==> config.mk <==
export PLATFORM = sky130hd
export DESIGN_NAME = pid_speed_ctrl
export DESIGN_NICKNAME = d
export VERILOG_FILES = /design/src/rtl/pid_pkg.sv /design/src/rtl/pid_speed_ctrl_mac.sv /design/src/rtl/pid_speed_ctrl.sv
export SDC_FILE = /design/constraint.sdc
export NUM_CORES = 2
export LEC_CHECK = 0
export BUFFER_PORTS_ARGS = -buffer_cell sky130_fd_sc_hd__buf_4
export CAP_MARGIN = 20
export CORE_MARGIN = 4
export CORE_UTILIZATION = 65
export DETAILED_ROUTE_END_ITERATION = 16
export GPL_TIMING_DRIVEN = 0
export HOLD_SLACK_MARGIN = 0.02
export PLACE_DENSITY_LB_ADDON = 0.25
export SYNTH_ARGS = -nofsm -noshare
export SYNTH_HDL_FRONTEND = slang
export SYNTH_HIERARCHICAL = 1
export SYNTH_SLANG_ARGS = --single-unit
==> constraint.sdc <==
create_clock -name clk -period 21.8 [get_ports clk]
set_clock_uncertainty 0.05 [all_clocks]
set_input_delay 1.09 -clock clk [delete_from_list [all_inputs] [get_ports clk]]
set_output_delay 1.09 -clock clk [all_outputs]
set_load 0.02 [all_outputs]
==> src/rtl/pid_pkg.sv <==
// Shared types, constants and saturation helper for the PID speed controller.
package pid_pkg;

    typedef enum logic [2:0] {
        S_IDLE,
        S_ERR,
        S_MP,
        S_MI,
        S_MD,
        S_OUT
    } pid_state_t;

    // Gains are unsigned Q8.8 with the default FRAC_BITS; 0x0100 is unity.
    localparam logic [15:0] KP_DEFAULT = 16'h0100;
    localparam logic [15:0] KI_DEFAULT = 16'h0000;
    localparam logic [15:0] KD_DEFAULT = 16'h0000;

    function automatic logic signed [63:0] sat_signed(input logic signed [63:0] v,
                                                      input logic signed [63:0] lim);
        if (v > lim)
            return lim;
        else if (v < -lim)
            return -lim;
        else
            return v;
    endfunction

endpackage

==> src/rtl/pid_speed_ctrl_mac.sv <==
// Registered signed x unsigned multiply-accumulate shared by the P, I and D terms.
module pid_mac #(
    parameter int A_WIDTH   = 33,
    parameter int G_WIDTH   = 16,
    parameter int ACC_WIDTH = 51
) (
    input  logic                        clk,
    input  logic                        rstn,
    input  logic                        clr_i,
    input  logic                        acc_i,
    input  logic signed [A_WIDTH-1:0]   a_i,
    input  logic        [G_WIDTH-1:0]   b_i,
    output logic signed [ACC_WIDTH-1:0] acc_o
);

    logic signed [A_WIDTH+G_WIDTH:0] prod;
    logic signed [ACC_WIDTH-1:0]     acc_q;

    // Gain is zero-extended so it multiplies as a non-negative signed value.
    assign prod  = a_i * $signed({1'b0, b_i});
    assign acc_o = acc_q;

    always_ff @(posedge clk or negedge rstn) begin
        if (!rstn)
            acc_q <= '0;
        else if (clr_i)
            acc_q <= ACC_WIDTH'(prod);
        else if (acc_i)
            acc_q <= acc_q + ACC_WIDTH'(prod);
    end

endmodule

==> src/rtl/pid_speed_ctrl.sv <==
// Closed-loop speed PID: one RPM sample in, one saturated signed command out,
// with a fixed 5-cycle latency through a single shared MAC.
module pid_speed_ctrl
    import pid_pkg::*;
#(
    parameter int DATA_WIDTH  = 16,
    parameter int OUT_WIDTH   = 16,
    parameter int GAIN_WIDTH  = 16,
    parameter int FRAC_BITS   = 8,
    parameter int ACC_WIDTH   = 32,
    parameter int INTEG_LIMIT = 100_000,
    parameter int OUT_MAX     = 1000
) (
    input  logic                         clk,
    input  logic                         rstn,
    input  logic                         en_i,
    input  logic signed [DATA_WIDTH-1:0] setpoint_i,
    input  logic        [GAIN_WIDTH-1:0] kp_i,
    input  logic        [GAIN_WIDTH-1:0] ki_i,
    input  logic        [GAIN_WIDTH-1:0] kd_i,
    input  logic                         rpm_valid_i,
    input  logic signed [DATA_WIDTH-1:0] rpm_data_i,
    output logic                         ctrl_valid_o,
    output logic signed [OUT_WIDTH-1:0]  ctrl_data_o,
    output logic                         busy_o
);

    localparam int EW  = DATA_WIDTH + 1;
    localparam int OPW = ACC_WIDTH + 1;
    localparam int MW  = ACC_WIDTH + GAIN_WIDTH + 3;

    pid_state_t state_q, state_d;

    logic signed [DATA_WIDTH-1:0] sp_q, rpm_q;
    logic        [GAIN_WIDTH-1:0] kp_q, ki_q, kd_q;
    logic signed [EW-1:0]         err_c, err_q, prev_err_q;
    logic signed [OPW-1:0]        derr_c, derr_q, integ_sum;
    logic signed [ACC_WIDTH-1:0]  integ_q, integ_c;

    logic                         mac_clr, mac_acc;
    logic signed [OPW-1:0]        mac_a;
    logic        [GAIN_WIDTH-1:0] mac_b;
    logic signed [MW-1:0]         mac_q, y_shift;
    logic signed [OUT_WIDTH-1:0]  y_c;

    always_ff @(posedge clk or negedge rstn) begin
        if (!rstn)
            state_q <= S_IDLE;
        else
            state_q <= state_d;
    end

    always_comb begin
        state_d = state_q;
        if (!en_i) begin
            state_d = S_IDLE;
        end else begin
            case (state_q)
                S_IDLE:  if (rpm_valid_i) state_d = S_ERR;
                S_ERR:   state_d = S_MP;
                S_MP:    state_d = S_MI;
                S_MI:    state_d = S_MD;
                S_MD:    state_d = S_OUT;
                S_OUT:   state_d = S_IDLE;
                default: state_d = S_IDLE;
            endcase
        end
    end

    assign busy_o = (state_q != S_IDLE);

    // Error terms are widened before subtracting so no intermediate can wrap.
    assign err_c     = EW'(sp_q) - EW'(rpm_q);
    assign derr_c    = OPW'(err_c) - OPW'(prev_err_q);
    assign integ_sum = OPW'(integ_q) + OPW'(err_c);
    assign integ_c   = ACC_WIDTH'(sat_signed(64'(integ_sum), 64'(INTEG_LIMIT)));

    always_comb begin
        mac_clr = 1'b0;
        mac_acc = 1'b0;
        mac_a   = '0;
        mac_b   = '0;
        case (state_q)
            S_MP: begin
                mac_clr = 1'b1;
                mac_a   = OPW'(err_q);
                mac_b   = kp_q;
            end
            S_MI: begin
                mac_acc = 1'b1;
                mac_a   = OPW'(integ_q);
                mac_b   = ki_q;
            end
            S_MD: begin
                mac_acc = 1'b1;
                mac_a   = derr_q;
                mac_b   = kd_q;
            end
            default: ;
        endcase
    end

    pid_mac #(
        .A_WIDTH   (OPW),
        .G_WIDTH   (GAIN_WIDTH),
        .ACC_WIDTH (MW)
    ) u_mac (
        .clk   (clk),
        .rstn  (rstn),
        .clr_i (mac_clr),
        .acc_i (mac_acc),
        .a_i   (mac_a),
        .b_i   (mac_b),
        .acc_o (mac_q)
    );

    assign y_shift = mac_q >>> FRAC_BITS;
    assign y_c     = OUT_WIDTH'(sat_signed(64'(y_shift), 64'(OUT_MAX)));

    always_ff @(posedge clk or negedge rstn) begin
        if (!rstn) begin
            sp_q         <= '0;
            rpm_q        <= '0;
            kp_q         <= '0;
            ki_q         <= '0;
            kd_q         <= '0;
            err_q        <= '0;
            derr_q       <= '0;
            prev_err_q   <= '0;
            integ_q      <= '0;
            ctrl_data_o  <= '0;
            ctrl_valid_o <= 1'b0;
        end else if (!en_i) begin
            integ_q      <= '0;
            prev_err_q   <= '0;
            ctrl_data_o  <= '0;
            ctrl_valid_o <= 1'b0;
        end else begin
            ctrl_valid_o <= 1'b0;
            case (state_q)
                S_IDLE: begin
                    if (rpm_valid_i) begin
                        sp_q  <= setpoint_i;
                        rpm_q <= rpm_data_i;
                        kp_q  <= kp_i;
                        ki_q  <= ki_i;
                        kd_q  <= kd_i;
                    end
                end
                S_ERR: begin
                    err_q      <= err_c;
                    derr_q     <= derr_c;
                    integ_q    <= integ_c;
                    prev_err_q <= err_c;
                end
                S_OUT: begin
                    ctrl_data_o  <= y_c;
                    ctrl_valid_o <= 1'b1;
                end
                default: ;
            endcase
        end
    end

endmodule

* Word-level counts from Yosys, hierarchy flattened
Cells that the tools add are included.
Word-level totals: flip-flop bits (word level) 250, bits of input ports 84, output and inout bits 18, word-level logic and storage cells 57
Cells by class: add/subtract/negate cells 4, multiply operators 1, order comparisons 4, equal/unequal tests 8, muxes and demuxes 21, reduce and logical (&&, ||, !) cells 6
Operator list (number):
- 2-to-1 mux 32 bit | 4
- 2-to-1 mux 51 bit | 2
- case mux 33 bit (3 select lines) | 1
- 2-to-1 mux 16 bit | 4
- adder 51 x 50 -> 51 bit | 1
- multiplier 33 x 17 -> 50 bit | 1
- case mux 16 bit (3 select lines) | 1
- > comparator 43 x 11 -> 1 bit (second input constant) | 1
- less-than comparator 43 x 11 -> 1 bit (second input constant) | 1
- 2-to-1 mux 17 bit | 2
- adder 32 x 17 -> 33 bit | 1
- > comparator 33 x 18 -> 1 bit (second input constant) | 1
- less-than comparator 33 x 18 -> 1 bit (second input constant) | 1
- subtractor 17 x 17 -> 18 bit | 1
- subtractor 16 x 16 -> 17 bit | 1
- case mux 3 bit (5 select lines) | 1
- == test 3 x 2 -> 1 bit (second input constant) | 2
- == test 3 bit (second input constant) | 2
- 2-to-1 mux 3 bit | 2
- 2-to-1 mux 1 bit | 4
- inequality test 2 x 1 -> 1 bit (second input constant) | 2
- == test 3 x 1 -> 1 bit (second input constant) | 1
- logical NOT 3 bit | 1
- inequality test 3 bit (second input constant) | 1
- 5 further kinds | 5

* Depth between registers and ports, before layout
depth in word-level cells 7, mapped depth 44, depth with buffers taken out 39

* Hierarchy
The synthesis kept the hierarchy.
Modules (own cells, without submodules):
- pid_mac | instances 1, cells an instance 2796, area an instance 24034.3 sq um, sequential area each 1276.2 sq um
- pid_speed_ctrl | instances 1, cells an instance 1239, area an instance 11627.4 sq um, sequential area each 4604.4 sq um

* Least setup slack after synthesis
OpenSTA, ideal clock, no wires.
path type reg-to-reg, start point reg state_q[0], end point reg u_mac.acc_q[35], in the netlist u_mac/acc_o[35], library setup time 0.125 ns, arrival 9.583 ns, data required time 21.625 ns, path slack 12.042 ns, stages on the path, launching flop included 38, buffers on the path 5, period minus slack after synthesis 9.758 ns, path through dfrtp_1 buf_1 buf_1 mux2i_1 o21ai_0 clkbuf_1 nand2_1 fa_1 inv_1 fa_1 fa_1 fa_1 fa_1 inv_1 fa_1 inv_1 ha_1 clkbuf_1 [... 2 more ...] nand3_1 nor3_1 o31a_1 o21bai_1 a21oi_1 xnor2_1 ha_1 clkbuf_1 nand2_1 or3_1 nor3_1 inv_1 o31ai_1 o21a_1 nor2_1 xnor2_1 mux2_2 mux2_2
Between the ends: word-level cells in the longest chain between the ends 6, elaborated cells on any way between the ends 13, classes of those cells 1 x add/sub; 1 x mul; 3 x eq/ne; 6 x mux; 2 x reduce/logical
RTL lines:
- from (decl) | line pid_speed_ctrl.sv:32 | pid_state_t state_q, state_d;
- from (signal assigned) | line pid_speed_ctrl.sv:50 | state_q <= state_d;
- == test 3 bit / == test 3 x 2 -> 1 bit (equally long branches) | line pid_speed_ctrl.sv:83 | case (state_q)
- case mux 16 bit (3 select lines) (*) | line pid_speed_ctrl.sv:83
- via mac_b[10] | line pid_speed_ctrl.sv:42 | logic [GAIN_WIDTH-1:0] mac_b;
- multiplier 33 x 17 -> 50 bit (*) | line pid_speed_ctrl_mac.sv:20 | assign prod = a_i * $signed({1'b0, b_i});
- adder 51 x 50 -> 51 bit | line pid_speed_ctrl_mac.sv:29 | acc_q <= acc_q + ACC_WIDTH'(prod);
- 2-to-1 mux 51 bit | line pid_speed_ctrl_mac.sv:28 | else if (acc_i)
- 2-to-1 mux 51 bit (*) | line pid_speed_ctrl_mac.sv:26 | else if (clr_i)
- to (signal assigned) | line pid_speed_ctrl_mac.sv:27 | acc_q <= ACC_WIDTH'(prod);
- to (signal assigned) | line pid_speed_ctrl_mac.sv:29
- to (decl) | line pid_speed_ctrl_mac.sv:17 | logic signed [ACC_WIDTH-1:0] acc_q;
Mark *: on every way through the listed nets, which the timed path passes. The rest lies on a longest branch. The select of a mux whose other input is x is not followed. A chain may end at the register's enable or synchronous reset.

* Worst setup path in the final report
Same ends and word-level chain as after synthesis.

==> impl_metrics.tcl <==
set metrics [dict create \
    grt_pass1_wl_um 165100 \
    synth_top_area_share_pct 28.46 \
    cp_top_family "adder cells" \
    synth_nets 4869 \
    mostFrequentLayoutCell "inv_1" \
    relSlewSlack_pct 16.86 \
    port-buffer-count 101 \
    vias_per_cell 6.023 \
    cts.sink_count 235 \
    drc_errors 0 \
    pin_count 102 \
    cts_setup_buffers 0 \
    switching_share_pct 47.77 \
    die_y_um 242.2 \
    path_common_cell "fa_1" \
    layout-drive-gt1-share_pct 7.540 \
    vias 29520 \
    stdcell_area_um2 38360 \
    internal-power_uw 1480 \
    grt.total_usage_pct 35.68 \
    cts_inserted_buffers 28 \
    min_path_type "input port to asynchronous set/reset pin" \
    place_congestion 1.002 \
    yosys_warnings 6 \
    insertion_delay_ns 0.60 \
    end_kind "register" \
    finalSetupTns_ns 0 \
    worstPathArrival_ns 13.28 \
    p_clk_share_pct 16.7 \
    drt_iter0_drc 2345 \
    coreArea_um2 54030 \
    clkTransAtPathRegs_ns 0.07 \
    timing.final.crit_period_ns 12.88 \
    avgSynthCellArea_um2 8.838 \
    finish.utilization_pct 71.00 \
    grt_pass1_vias 30110 \
    htreeDepth 1 \
    min_period_over_period_pct 59.09 \
    synthArstFlopShare_pct 100.0 \
    p_sw_uw 1354 \
    slew_viol_final 0 \
    synth-edff-count 0 \
    max_freq_mhz 77.63 \
    synthCells 4035 \
    hold_viol_final 0 \
    overflow 0 \
    die_x_um 242.2 \
    holdBufCountCts 0 \
    hpwl_um 86500 \
    wl_per_cell_um 21.43 \
    cp.required_ns 22.20 \
    root_buffer "clkbuf_16" \
    yosysTopAreaCell "fa_1" \
    ir_drop_mv 0.1119 \
    worst-path-buf-inv 9 \
    layout_common_cells "inv_1 (688), nand2_1 (567), fa_1 (507), ha_1 (243), and2_1 (242)" \
    antenna_left 0 \
    outcome "completed" \
    cts-resized-gates 0 \
    crit_fanout 10 \
    fp-row-count 85 \
    p_comb_share_pct 59.8 \
    finalSetupViolCount 0 \
    grt_max_degree 108 \
    ys_types 103 \
    power.total_uw 2834 \
    netlist_area_um2 35660 \
    seq_area_frac_synth_pct 16.49 \
    drt-total-wl_um 105000 \
    cts_tree "yes" \
    crit_type "register to register" \
    pwr-share-seq_pct 23.4 \
    fin_nets 5017 \
    p_leak_uw 0.01974 \
    die-area_um2 58680 \
    slowest_stage "buf_1" \
    drv_cap 0 \
    dr.pass1.iters 6 \
    power.density_nw_per_um2 73.87 \
    syn_to_final_growth_pct 7.568 \
    synth-seq-cells 235 \
    start_kind "register" \
    rsz0062_at_grt "no" \
    initial_core_util_pct 66.01 \
    placed_area_um2 37410 \
    antenna_found_initial 2 \
    synthFlopType "dfrtp_1" \
    synth_area_leaders "fa_1 (28%), dfrtp_1 (16%), ha_1 (8.5%), inv_1 (7.2%), nand2_1 (6.0%)" \
    cp_slowest_stage_delay_ns 0.85 \
    clockBufferDepth 3 \
    worst_pin_slew_ns 1.234 \
]
-- synthesized netlist by cell type, types with 7 or more instances --
master,count
o21a_1,34
fa_1,507
o31a_1,8
o211ai_1,13
and2_1,242
or2_2,7
a22o_1,14
mux2_2,93
a2bb2oi_1,7
o21ai_1,26
and3_1,15
a221o_1,14
a21oi_1,164
or3_1,23
dfrtp_1,235
nand2b_1,13
nand4_1,39
a211o_1,13
nor3_1,42
a211oi_1,24
xor2_1,48
nand3_1,51
xnor2_1,74
nand2_1,567
nor4_1,19
ha_1,243
buf_1,10
o21bai_1,17
clkbuf_1,155
a21o_1,116
nor2_1,133
nor2b_1,20
o211a_1,7
o31ai_1,16
a31oi_1,21
mux2i_1,50
inv_1,688
o21ai_0,134
-- flip-flops by register name (all words and copies together) (netlist names) --
name,flops
derr_q,18
prev_err_q,17
err_q,17
integ_q,32
ki_q,16
kd_q,16
rpm_q,16
u_mac/acc_o,51
kp_q,16
ctrl_valid_o,1
state_q,3
sp_q,16
ctrl_data_o,16
-- worst paths after layout --
kind                            cells after the start  slack (ns)              end            start
worst max-delay path                               37        8.92  u_mac/acc_o[35]       state_q[0]
worst min register to register                      1        0.43  ctrl_data_o[14]  ctrl_data_o[14]
max in group asynchronous                           3       20.08          sp_q[0]             rstn
min in group clk                                    1        0.43  ctrl_data_o[14]  ctrl_data_o[14]
worst max register to register                     37        8.92  u_mac/acc_o[35]       state_q[0]
worst min-delay path                                1        0.36  u_mac/acc_o[49]             rstn
-- area by class of cell --
| cell class | count | area [µm²] |
|---|---|---|
| Antenna cell | 1 | 2.502 |
| Buffer | 174 | 683.2 |
| Clock buffer | 39 | 792.0 |
| Clock inverter | 12 | 122.6 |
| Fill cell | 4295 | 15670 |
| Inverter | 689 | 2586 |
| Multi-Input combinational cell | 2937 | 26510 |
| Sequential cell | 235 | 5881 |
| Tap cell | 696 | 870.8 |
| Timing Repair Buffer | 118 | 910.9 |
-- metal layers --
layer | track usage, % | up-vias | wire, µm
li1 | - | 13370 | -
met1 | 46.18 | 14420 | 40800
met2 | 58.85 | 1399 | 49350
met3 | 6.331 | 330 | 8356
met4 | 16.85 | 0 | 6510
met5 | 0 | - | 0
-- metrics by stage --
stage	setup slack (ns)	hold WS [ns]	instances
6_report	8.919	0.3589	4901
5_1_grt	8.486	0.3780	4900
4_1_cts	9.104	0.3614	4894
3_5_place_dp	9.157	0.4127	4843
3_3_place_gp	8.646	0.4069	4832
2_1_floorplan	12.04	0.3952	4035
-- power groups by stage --
stage / Clock [µW] / Combinational (µW) / Sequential, µW
2_1_floorplan: 0 / 1260 / 630
6_report: 474 / 1700 / 664
3_3_place_gp: 0 / 1630 / 662
4_1_cts: 476 / 1660 / 661
3_5_place_dp: 0 / 1650 / 667
5_1_grt: 492 / 1870 / 678
-- logic make-up (layout without fill, tap and decap cells) --
| family | after synthesis | count (layout) | synth area share [%] |
|---|---|---|---|
| AOI/OAI and AO/OA | 720 | 720 | 13.87 |
| buffers and inverters | 863 | 1032 | 9.168 |
| DFF | 235 | 235 | 16.49 |
| muxes | 144 | 144 | 4.372 |
| xor gates and xnor gates | 122 | 122 | 2.996 |
| and+or+nand+nor | 1201 | 1201 | 16.12 |
| adders and majority gates | 750 | 750 | 36.99 |
| other | 0 | 1 | 0 |
Power figures use the tool's default switching activity.
